[src/rtl/ldm_stm_pkg.sv]
// ldm_stm_pkg: shared types and constants for the LDM/STM block-transfer sequencer.
//   state_e   : sequencer FSM state (StWb exists only when WRITEBACK_EN is defined)
//   reg_idx_t : 4-bit register index
//   popcount  : number of set bits in a register list
package ldm_stm_pkg;

    localparam int unsigned WORD_BYTES = 4;
    localparam int unsigned REG_COUNT  = 16;

    typedef logic [3:0] reg_idx_t;

    typedef enum logic [1:0] {
        StIdle = 2'd0,
        StXfer = 2'd1,
        StDone = 2'd2
`ifdef WRITEBACK_EN
        ,
        StWb   = 2'd3
`endif
    } state_e;

    function automatic logic [4:0] popcount(input logic [REG_COUNT-1:0] bits);
        logic [4:0] cnt;
        cnt = '0;
        for (int i = 0; i < REG_COUNT; i++) begin
            cnt = cnt + 5'(bits[i]);
        end
        return cnt;
    endfunction

endpackage

[src/rtl/lowest_bit_enc.sv]
// lowest_bit_enc: combinational priority encoder selecting the lowest set bit.
//   bits  : input register list
//   idx   : index of the lowest set bit (0 when none)
//   valid : at least one bit is set
module lowest_bit_enc
    import ldm_stm_pkg::*;
(
    input  logic [REG_COUNT-1:0] bits,
    output reg_idx_t             idx,
    output logic                 valid
);

    // Scan from the top down so the lowest set bit is the last one written.
    always_comb begin
        idx   = '0;
        valid = 1'b0;
        for (int i = REG_COUNT - 1; i >= 0; i--) begin
            if (bits[i]) begin
                idx   = reg_idx_t'(i);
                valid = 1'b1;
            end
        end
    end

endmodule

[src/rtl/ldm_stm_sequencer.sv]
// ldm_stm_sequencer: sequences an ARM-style LDM/STM block transfer, one register per cycle.
// Optional feature: define WRITEBACK_EN to add a one-cycle base-register writeback state.
//   clk, rst_n                 : clock, asynchronous active-low reset
//   start                      : request, sampled only in idle
//   is_load, up                : 1 = LDM / 0 = STM; 1 = increment-after / 0 = decrement-before
//   reg_list, base_addr, rn    : register list, base address, base register (writeback only)
//   busy, done                 : high during transfer/writeback; one-cycle completion pulse
//   rf_a1 / rf_rd1             : register file read port (STM source)
//   rf_a3, rf_wd3, rf_we3      : register file write port
//   mem_addr, mem_wd, mem_we   : data memory address, write data, write enable
//   mem_rd                     : data memory read data
module ldm_stm_sequencer
    import ldm_stm_pkg::*;
(
    input  logic                 clk,
    input  logic                 rst_n,
    input  logic                 start,
    input  logic                 is_load,
    input  logic                 up,
    input  logic [REG_COUNT-1:0] reg_list,
    input  logic [31:0]          base_addr,
    input  logic [3:0]           rn,
    output logic                 busy,
    output logic                 done,
    output logic [3:0]           rf_a1,
    input  logic [31:0]          rf_rd1,
    output logic [3:0]           rf_a3,
    output logic [31:0]          rf_wd3,
    output logic                 rf_we3,
    output logic [31:0]          mem_addr,
    output logic [31:0]          mem_wd,
    output logic                 mem_we,
    input  logic [31:0]          mem_rd
);

    state_e               state_q, state_d;
    logic                 is_load_q;
    logic [REG_COUNT-1:0] list_q, list_d;
    logic [31:0]          addr_q, addr_d;
    logic [31:0]          span;
    logic                 accept;
    reg_idx_t             enc_idx;
    logic                 enc_valid;
    logic [REG_COUNT-1:0] remaining;

`ifdef WRITEBACK_EN
    logic [3:0]  rn_q;
    logic [31:0] wb_val_q;
    logic        wb_we_q;
`else
    logic unused_rn;
    assign unused_rn = ^rn;
`endif

    lowest_bit_enc u_enc (
        .bits  (list_q),
        .idx   (enc_idx),
        .valid (enc_valid)
    );

    assign accept    = (state_q == StIdle) && start;
    assign span      = 32'(popcount(reg_list)) * WORD_BYTES;
    assign remaining = list_q & ~(REG_COUNT'(1) << enc_idx);

    always_comb begin
        state_d  = state_q;
        list_d   = list_q;
        addr_d   = addr_q;
        busy     = 1'b0;
        done     = 1'b0;
        rf_a1    = '0;
        rf_a3    = '0;
        rf_wd3   = '0;
        rf_we3   = 1'b0;
        mem_addr = '0;
        mem_wd   = '0;
        mem_we   = 1'b0;
        case (state_q)
            StIdle: begin
                if (start) begin
                    list_d  = reg_list;
                    // Decrement-before starts N words below base so addresses still ascend.
                    addr_d  = up ? base_addr : base_addr - span;
                    state_d = (|reg_list) ? StXfer : StDone;
                end
            end
            StXfer: begin
                busy = 1'b1;
                if (enc_valid) begin
                    mem_addr = addr_q;
                    if (is_load_q) begin
                        rf_a3  = enc_idx;
                        rf_wd3 = mem_rd;
                        rf_we3 = 1'b1;
                    end else begin
                        rf_a1  = enc_idx;
                        mem_wd = rf_rd1;
                        mem_we = 1'b1;
                    end
                    list_d = remaining;
                    addr_d = addr_q + WORD_BYTES;
                end
                if (!enc_valid || remaining == '0) begin
`ifdef WRITEBACK_EN
                    state_d = StWb;
`else
                    state_d = StDone;
`endif
                end
            end
`ifdef WRITEBACK_EN
            StWb: begin
                busy    = 1'b1;
                rf_a3   = rn_q;
                rf_wd3  = wb_val_q;
                rf_we3  = wb_we_q;
                state_d = StDone;
            end
`endif
            StDone: begin
                done    = 1'b1;
                state_d = StIdle;
            end
            default: state_d = StIdle;
        endcase
    end

    always_ff @(posedge clk or negedge rst_n) begin
        if (!rst_n) begin
            state_q   <= StIdle;
            is_load_q <= 1'b0;
            list_q    <= '0;
            addr_q    <= '0;
        end else begin
            state_q <= state_d;
            list_q  <= list_d;
            addr_q  <= addr_d;
            if (accept) begin
                is_load_q <= is_load;
            end
        end
    end

`ifdef WRITEBACK_EN
    always_ff @(posedge clk or negedge rst_n) begin
        if (!rst_n) begin
            rn_q     <= '0;
            wb_val_q <= '0;
            wb_we_q  <= 1'b0;
        end else if (accept) begin
            rn_q     <= rn;
            wb_val_q <= up ? base_addr + span : base_addr - span;
            // A load into the base register takes priority over the writeback.
            wb_we_q  <= !(is_load && reg_list[rn]);
        end
    end
`endif

endmodule

[config.mk]
export PLATFORM = sky130hd
export DESIGN_NAME = ldm_stm_sequencer
export DESIGN_NICKNAME = d
export VERILOG_FILES = /design/src/rtl/ldm_stm_pkg.sv /design/src/rtl/lowest_bit_enc.sv /design/src/rtl/ldm_stm_sequencer.sv
export SDC_FILE = /design/constraint.sdc
export NUM_CORES = 1
export LEC_CHECK = 0
export ABC_AREA = 1
export ABC_CLOCK_PERIOD_IN_PS = 1990
export CORE_UTILIZATION = 32
export DETAILED_ROUTE_END_ITERATION = 10
export PLACE_DENSITY = 0.67
export REMOVE_ABC_BUFFERS = 1
export SETUP_SLACK_MARGIN = 0.3
export SLEW_MARGIN = 30
export SYNTH_ARGS = -nofsm -noshare
export SYNTH_HDL_FRONTEND = slang
export SYNTH_SLANG_ARGS = --single-unit
export TNS_END_PERCENT = 100
[constraint.sdc]
create_clock -name clk -period 1.99 [get_ports clk]
set_input_delay 0.398 -clock clk [delete_from_list [all_inputs] [get_ports clk]]
set_output_delay 0.398 -clock clk [all_outputs]
set_load 0.03 [all_outputs]
# == Word level (Yosys, flattened, before mapping) ==
# Index checks and enable logic that the tools add are counted.
# totals
ff_bits,51
output_inout_bits,108
# classes
addsub,17
eq_ne,5
n_shift,1
n_mux,65
bitwise,2
n_reduce_logical,9
# ops
operator,n
$mux W32,11
$mux W4,22
$pmux W32 S2,1
$add A5 B1 Y5,11
$add A32 B3 Y32 const B,1
$mux W16,2
$pmux W16 S2,1
$sub A32 B7 Y32,1
$mux W1,24
$and A16 B16 Y16,1
$logic_not A16 Y1,1
$not A16 Y16,1
$reduce_or A16 Y1,1
$shl A1 B4 Y16 const A,1
$mux W2,3
$ne A2 B2 Y1 const B,3
$add A4 B1 Y5,1
$add A3 B1 Y4,1
$pmux W2 S2,1
$add A2 B1 Y3,1
$reduce_and A3 Y1,1
$add A1 B1 Y2,1
$eq A2 B1 Y1 const B,1
$eq A2 B2 Y1 const B,1
6 further kinds,6

# == Depth between registers and ports, before layout ==
# Gate-level depths: netlist of run 1.
# logic_depth
word_depth,23
depth_mapped,29

# == By module ==
# A second synthesis of run 1 with hierarchy kept.
# unflattened
cells_unflattened,1067
area_unflattened_um2,5940.7
# by_module_without_submodules
module,instances,cells_per_inst,area_per_inst_um2
ldm_stm_sequencer,1,1018,5731.7
lowest_bit_enc,1,49,209.0

# == Worst setup path before layout of run 1 ==
# Ideal clock, no wire load.
# synth_path
path_kind,input -> register
start,input port reg_list[0]
end,register addr_q[31]
t_arrival_ps,4926
required_ps,1862
setup_slack_ps,-3064
stages,26
path_buffers,0
path_cell_list,inv_1 -> fa_1 -> fa_1 -> fa_1 -> fa_1 -> inv_1 -> ha_1 -> inv_1 -> fa_1 -> xor2_1 -> ha_1 -> a21oi_1 -> o21ai_1 -> nand2_1 -> a21oi_1 -> nor3_2 -> nand2_1 -> nor3_2 -> nand2_1 -> inv_1 -> nand3_2 -> inv_2 -> nand2_1 -> xnor2_1 -> nor2_1 -> o22ai_2
# synth_between
elab_chain_cells,19
# synth_lines
element,line,text
"start, declared",ldm_stm_sequencer.sv:20,"input logic [REG_COUNT-1:0] reg_list,"
$add A1 B1 Y2,ldm_stm_pkg.sv:26,cnt = cnt + 5'(bits[i]);
$add A2 B1 Y3,ldm_stm_pkg.sv:26,
$add A3 B1 Y4,ldm_stm_pkg.sv:26,
$add A4 B1 Y5,ldm_stm_pkg.sv:26,
$add A5 B1 Y5 (11 in series),ldm_stm_pkg.sv:26,
$sub A32 B7 Y32,ldm_stm_sequencer.sv:83,addr_d = up ? base_addr : base_addr - span;
$mux W32,ldm_stm_sequencer.sv:83,
$mux W32,ldm_stm_sequencer.sv:80,if (start) begin
$pmux W32 S2,ldm_stm_sequencer.sv:78,case (state_q)
"end signal, assigned",ldm_stm_sequencer.sv:137,addr_q <= addr_d;
"end, declared",ldm_stm_sequencer.sv:39,"logic [31:0] addr_q, addr_d;"
# No other way between the ends. The select of a mux whose other input is x is not followed.
# A chain may end at the register's enable or synchronous reset.

# == Worst setup path in the final report of run 1 ==
# layout_path
start,input port reg_list[3]
end,register addr_q[29]
# layout_between
elab_chain_cells,17
# layout_lines
element,line
$add A3 B1 Y4,ldm_stm_pkg.sv:26
$add A4 B1 Y5,ldm_stm_pkg.sv:26
$add A5 B1 Y5 (11 in series),ldm_stm_pkg.sv:26
$sub A32 B7 Y32,ldm_stm_sequencer.sv:83
$mux W32,ldm_stm_sequencer.sv:83
$mux W32,ldm_stm_sequencer.sv:80
$pmux W32 S2,ldm_stm_sequencer.sv:78
# No other way between the ends. The select of a mux whose other input is x is not followed.

==> reports/metrics.yaml, run 1 <==
cts-root-buf: "clkbuf_16"
syn_area_per_cell_sq_um: 6.25
fin_crit_sh_pct: 259
power-per-cell-area_nw_per_um2: 1680
synth_xor_area_share_pct: 4.41
relSlewSlack_pct: 58.2
cts_tree: "yes"
max-cap-violations: 0
crit_fanout: 2
synth_compound_area_share_pct: 16.8
yosysMostFrequentCell: "inv_1"
synth_area_leader_cell: "dfrtp_1"
cp.depth: 28
synth_top_area_share_pct: 23.8
cts-hold-fix-buffers: 0
grt_usage_pct: 29.0
yosys_most_used_dff: "dfrtp_1"
gp_congestion: 0.899
synth_mux_area_share_pct: 0.210
cts_buffers: 5
critPathRequiredTime_ns: 2.17
coreArea_sq_um: 16100
synth_edf_count: 0
clock_path_buffers: 2
rsz0062_at_grt: "true"
drive_above_1_share_pct: 48.4
chipHeight_um: 131
ios: 229
dp.cells: 1400
critPathLaunchType: "primary input"
seqCellArea_sq_um: 1280
setup_viol: 154
grt_pass1_vias: 7629
reg2reg_depth: 18
hold_viol_final: 0
synthArstFlopShare_pct: 100
synth-simple-area-share_pct: 32.1
finalWorstSetupSlack_ns: -3.16
clock.fmax_ghz: 0.194
drtIter0Drc: 529
synth_area_leaders: "dfrtp_1 24%, inv_1 13%, nor2_1 11%"
cp_slowest_cell: "fa_2"
area_delta_synth_final_pct: 123
wire_per_inst_um: 18.5
antenna_found_initial: 6
synthTopCellsByCount: "182 x inv_1, 157 x nor2_1, 107 x nand2_1"
dr.pass1.iters: 6
ant_nets: 0
fin_area_sq_um: 11900
drv_slew: 0
hp-class: "primary input to asynchronous set/reset pin"
critPathBufInv: 7
critical_path_class: "primary input to flip-flop"
ir_drop_mv: 1.07
synth-seq-cells: 51
multi_input_area_sq_um: 4530
finClkSkew_ns: 0.0128
placed_area_sq_um: 8870
dieArea_sq_um: 17300
synth_top_family_by_area: "simple AND/OR/NAND/NOR gates"
die_w_um: 131
grt_overflow: 0
tightestPinTransition_ns: 0.627
synth_area_sq_um: 5360
finalNonFillerCells: 1504
yosys.area_share.adder_pct: 6.91
slowest_delay_ns: 0.56
status: "complete, but fails checks"
h-tree-depth: 2
grt_max_degree: 52
vias: 7709
crit_arrival_ns: 5.33
wl_um: 27900
yosysSeqAreaShare_pct: 23.8
rows: 46
path_clk_slew_ns: 0.08
start_util_pct: 33.3
nFillCells: 1067
p_leak_nw: 5.52
ys_warn_count: 0
cts.sink_count: 51
grt_pass1_wl_um: 39800
ys_types: 39
routed_via_density: 5.13
crit_family: "adder cells"
end_kind: "flip-flop"
place_hpwl_um: 16500
insertion_delay_ns: 0.30
violations: "setup timing"
netlist_instances: 858
post-route-min-period_ns: 5.15
nNetsFinal: 1424
drcViolationCount: 0
portBuffers: 224
pre_cts_ws_ns: -3.97
## what timing repair did
| action | in CTS | in global routing |
|---|---|---|
| setup endpoints to repair | 156 | 156 |
| resized for setup | 434 | 173 |
| buffers inserted | 53 | 22 |
| cloned | 14 | 0 |
| pin swaps | 66 | 69 |
## state kept, by name (all words and copies together), names as in the netlist
name	cells
addr_q	32
is_load_q	1
list_q	16
state_q	2
## area by class of cell
| class | instances | area share (%) |
|---|---|---|
| Tap cell | 216 | 2.26 |
| Clock buffer | 6 | 1.16 |
| Clock inverter | 2 | 0.136 |
| Sequential cell | 51 | 10.7 |
| Antenna cell | 7 | 0.147 |
| Timing Repair Buffer | 445 | 41.4 |
| Inverter | 194 | 6.33 |
| Multi-Input combinational cell | 583 | 37.9 |
## where the power goes
group          total, mW  switching [mW]  internal (mW)
clock              0.948           0.443          0.505
sequential          2.10           0.501           1.59
combinational       17.1            8.91           8.14
total               20.1            9.86           10.2
## per-stage QoR
stage,hold slack [ns],total power [mW],TNS (ns),util (%)
2_1_floorplan,0.102,7.62,-540.07,-
3_3_place_gp,0.420,12.2,-115.79,55.0
3_5_place_dp,0.424,12.3,-120.78,55.0
4_1_cts,0.108,18.3,-124.88,68.9
5_1_grt,0.119,21.1,-147.64,74.1
6_report,0.0867,20.1,-133.27,74.1
## per-layer routing
layer	wire (um)	share of wire, %	track usage (%)	vias up
li1	-	-	-	3574
met1	10000	36	33.0	3618
met2	14100	51	51.3	402
met3	1920	6.9	4.05	115
met4	1790	6.4	17.4	0
met5	0	0	0	-
## cell families (layout without fill, tap and decap cells)
| logic type | Yosys count | in the layout |
|---|---|---|
| compound gates | 154 | 154 |
| xor+xnor | 27 | 27 |
| fa+ha+maj | 23 | 23 |
| buf+inv | 224 | 647 |
| flops | 51 | 51 |
| mux | 1 | 1 |
| other cells | 0 | 7 |
| simple gates | 378 | 378 |
## cell usage in the layout, fill, tap and decap left out, types with 37 or more instances in the layout
master,instances
nor2_4,113
buf_6,135
o21ai_1,37
clkdlybuf4s50_1,106
inv_1,154
buf_12,42
nor2_1,46
buf_4,141
nand2_1,81
dfrtp_1,50
## worst paths after layout
kind	start	to	slack, ns
worst max-delay path	reg_list[3]	addr_q[29]$_DFFE_PN0P_	-3.16
worst min-delay path	rst_n	list_q[0]$_DFFE_PN0P_	0.09
worst max register to register	list_q[1]$_DFFE_PN0P_	state_q[0]$_DFFE_PN0P_	-0.51
worst min register to register	addr_q[0]$_DFFE_PN0P_	addr_q[0]$_DFFE_PN0P_	0.60
max in group asynchronous	rst_n	list_q[12]$_DFFE_PN0P_	1.62
min in group clk	reg_list[0]	list_q[0]$_DFFE_PN0P_	0.33
Note: power is estimated with default switching activity, not from simulation.
==> run 2: changes to the inputs <==
--- a/config.mk
+++ b/config.mk
@@ -8,6 +8,7 @@
 export ABC_AREA = 1
 export ABC_CLOCK_PERIOD_IN_PS = 1990
 export CORE_UTILIZATION = 32
+export CTS_BUF_LIST = sky130_fd_sc_hd__clkbuf_2
 export DETAILED_ROUTE_END_ITERATION = 10
 export PLACE_DENSITY = 0.67
 export REMOVE_ABC_BUFFERS = 1
==> reports/metrics.yaml, run 2 (same netlist as run 1, synthesis figures left out) <==
status: "complete, but fails checks"  # unchanged
violations: "setup timing"  # unchanged
ios: 229  # unchanged
drcViolationCount: 0  # unchanged
critical_path_class: "primary input to flip-flop"  # unchanged
hold_slack_ns: 0.110  # was 0.0867 ns
drv_slew: 0  # unchanged
clock_path_buffers: 2  # unchanged
vias: 7821  # was 7709
grt_usage_pct: 28.7  # was 29.0%
coreArea_sq_um: 16100  # unchanged
clock.fmax_ghz: 0.200  # was 0.194 GHz
finalWorstSetupSlack_ns: -3.02  # was -3.16 ns
fin_crit_sh_pct: 252  # was 259%
grt_pass1_wl_um: 39500  # was 39800 um
chipHeight_um: 131  # unchanged
critPathRequiredTime_ns: 2.36  # was 2.17 ns
final_common_cell: "inv_1"  # unchanged
drive_above_1_share_pct: 47.5  # was 48.4%
path_clk_slew_ns: 0.32  # was 0.08 ns
min_delay_path_depth: 3
crit_top_cell: "buf_6"
whs_endpoint: "list_q[0]$_DFFE_PN0P_"
p_leak_nw: 5.56  # was 5.52 nW
cts.sink_count: 51  # unchanged
critPathLaunchType: "primary input"  # unchanged
critPathBufInv: 14  # was 7
drtIter0Drc: 444  # was 529
relSlewSlack_pct: 58.2  # about the same
power_mw: 20.2  # was 20.1 mW
seqCellArea_sq_um: 1280  # about the same
ant_nets: 0  # unchanged
cp_slowest_cell: "fa_2"  # unchanged
final_cell_mix: "154 x inv_1, 148 x buf_6, 147 x buf_4, 109 x nor2_4, 106 x clkdlybuf4s50_1"  # was 154 x inv_1, 141 x buf_4, 135 x buf_6, 113 x nor2_4, 106 x clkdlybuf4s50_1
wl_um: 28300  # was 27900 um
nNetsFinal: 1447  # was 1424
grt_overflow: 0  # unchanged
cts_buffers: 5  # unchanged
dieArea_sq_um: 17300  # unchanged
cts-root-buf: "clkbuf_2"  # was clkbuf_16
grt_max_degree: 52  # unchanged
h-tree-depth: 2  # unchanged
power-per-cell-area_nw_per_um2: 1690  # was 1680 nW/um^2
crit_fanout: 2  # unchanged
slowest_delay_ns: 0.56  # about the same
hp-class: "primary input to flip-flop"  # was primary input to asynchronous set/reset pin
rsz0062_at_grt: "true"  # unchanged
multi_input_area_sq_um: 4430  # was 4530 sq um
r2r_end: "state_q[0]$_DFFE_PN0P_"  # unchanged
grt_pass1_vias: 7573  # was 7629
portBuffers: 224  # unchanged
antenna_found_initial: 9  # was 6
place_hpwl_um: 16500  # unchanged
finClkSkew_ns: 0.0510  # was 0.0128 ns
utilization_pct: 74.4  # was 74.1%
top_regs: "addr_q: 32 flops, list_q: 16 flops, state_q: 2 flops"  # unchanged
hold_viol_final: 0  # unchanged
dr.pass1.iters: 5  # was 6
end_kind: "flip-flop"  # unchanged
crit_family: "adder cells"  # unchanged
cp.depth: 27  # was 28
largest-register: "addr_q"  # unchanged
nFillCells: 1069  # was 1067
rows: 46  # unchanged
setup_viol: 154  # unchanged
min_from: "reg_list[0]"
largest_reg_flops: 32  # unchanged
r2r_start: "list_q[15]$_DFFE_PN0P_"  # was list_q[1]$_DFFE_PN0P_
start_util_pct: 33.3  # unchanged
finalNonFillerCells: 1530  # was 1504
max-cap-violations: 0  # unchanged
gp_congestion: 0.899  # unchanged
dp.cells: 1400  # unchanged
insertion_delay_ns: 0.50  # was 0.30 ns
crit_arrival_ns: 5.38  # was 5.33 ns
r2r_slack_ns: -0.75  # was -0.51 ns
ir_drop_mv: 1.29  # was 1.07 mV
wire_per_inst_um: 18.5  # about the same
reg2reg_depth: 28  # was 18
area_delta_synth_final_pct: 124  # was 123%
cts_tree: "yes"  # unchanged
tightestPinTransition_ns: 0.627  # about the same
routed_via_density: 5.11  # was 5.13
pre_cts_ws_ns: -3.97  # unchanged
die_w_um: 131  # unchanged
post-route-min-period_ns: 5.01  # was 5.15 ns
[run 2: cell types whose count changed in the layout (fill, tap and decap cells not counted), sizes merged]
cell         change
buf             +21
diode            +3
dlygate4sd3      +1
inv              +1
[run 2: final cells by class]
cell class              instances  share of cell area, %
flip-flops and latches         51                   10.6
multi-input cells             583                   37.0
clock buffers                   5                  0.209
repair buffers                468                   43.3
diodes                         10                  0.209
well taps                     216                   2.25
clock inverters                 3                  0.167
inverters                     194                   6.22
[run 2: timing repair]
action	in CTS	in global routing
gates cloned	13	1
gates resized for setup	378	212
hold buffers	1	0
setup endpoints to repair	156	156
setup buffers	67	30
pin swaps	67	80
endpoints found under the hold margin	51	0
[run 2: power breakdown]
group	total, mW	leakage, nW	internal (mW)	switching, mW
logic	17.6	4.92	8.61	9.03
clock network	0.492	0.0267	0.0846	0.408
registers	2.08	0.608	1.58	0.495
[run 2: worst max-delay path by stage]
| stage | from | end | slack [ns] |
|---|---|---|---|
| 3_3_place_gp | reg_list[0] | addr_q[31]$_DFFE_PN0P_ | -3.88 |
| 5_1_grt | reg_list[0] | addr_q[30]$_DFFE_PN0P_ | -3.10 |
| 6_report | reg_list[0] | addr_q[5]$_DFFE_PN0P_ | -3.02 |
| 2_1_floorplan | state_q[0]$_DFFE_PN0P_ | rf_a1[0] | -4.03 |
| 4_1_cts | reg_list[13] | addr_q[31]$_DFFE_PN0P_ | -2.86 |
| 3_5_place_dp | reg_list[0] | addr_q[31]$_DFFE_PN0P_ | -3.97 |
[run 2: stage by stage]
step | TNS [ns] | instance area, sq um
final | -163.50 | 12000
after detailed placement | -120.78 | 8870
after floorplan | -540.07 | 5240
after CTS | -148.96 | 10800
after global placement | -115.79 | 8870
after global routing | -182.06 | 12000
[run 2: metal layers]
| metal | up-vias | routed length, um | track usage, % |
|---|---|---|---|
| met3 | 110 | 1810 | 4.36 |
| met5 | - | 0 | 0 |
| met2 | 403 | 14300 | 52.0 |
| met1 | 3682 | 10300 | 32.3 |
| li1 | 3626 | - | - |
| met4 | 0 | 1870 | 14.9 |
[run 2: worst reg2reg max path: cells and delay by family, from the launching register on]
kind / cells / cell delay (ns)
flops: 1 / 0.48
buf+inv: 7 / 0.65
simple gates: 21 / 1.57
==> run 3: changes to the inputs <==
--- a/config.mk
+++ b/config.mk
@@ -9,6 +9,7 @@
 export ABC_CLOCK_PERIOD_IN_PS = 1990
 export CORE_UTILIZATION = 32
 export CTS_BUF_LIST = sky130_fd_sc_hd__clkbuf_2
+export CTS_CLUSTER_DIAMETER = 80
 export DETAILED_ROUTE_END_ITERATION = 10
 export PLACE_DENSITY = 0.67
 export REMOVE_ABC_BUFFERS = 1
==> results of run 3 <==
No change in the layout: final DEF, timing and power equal those of run 2.
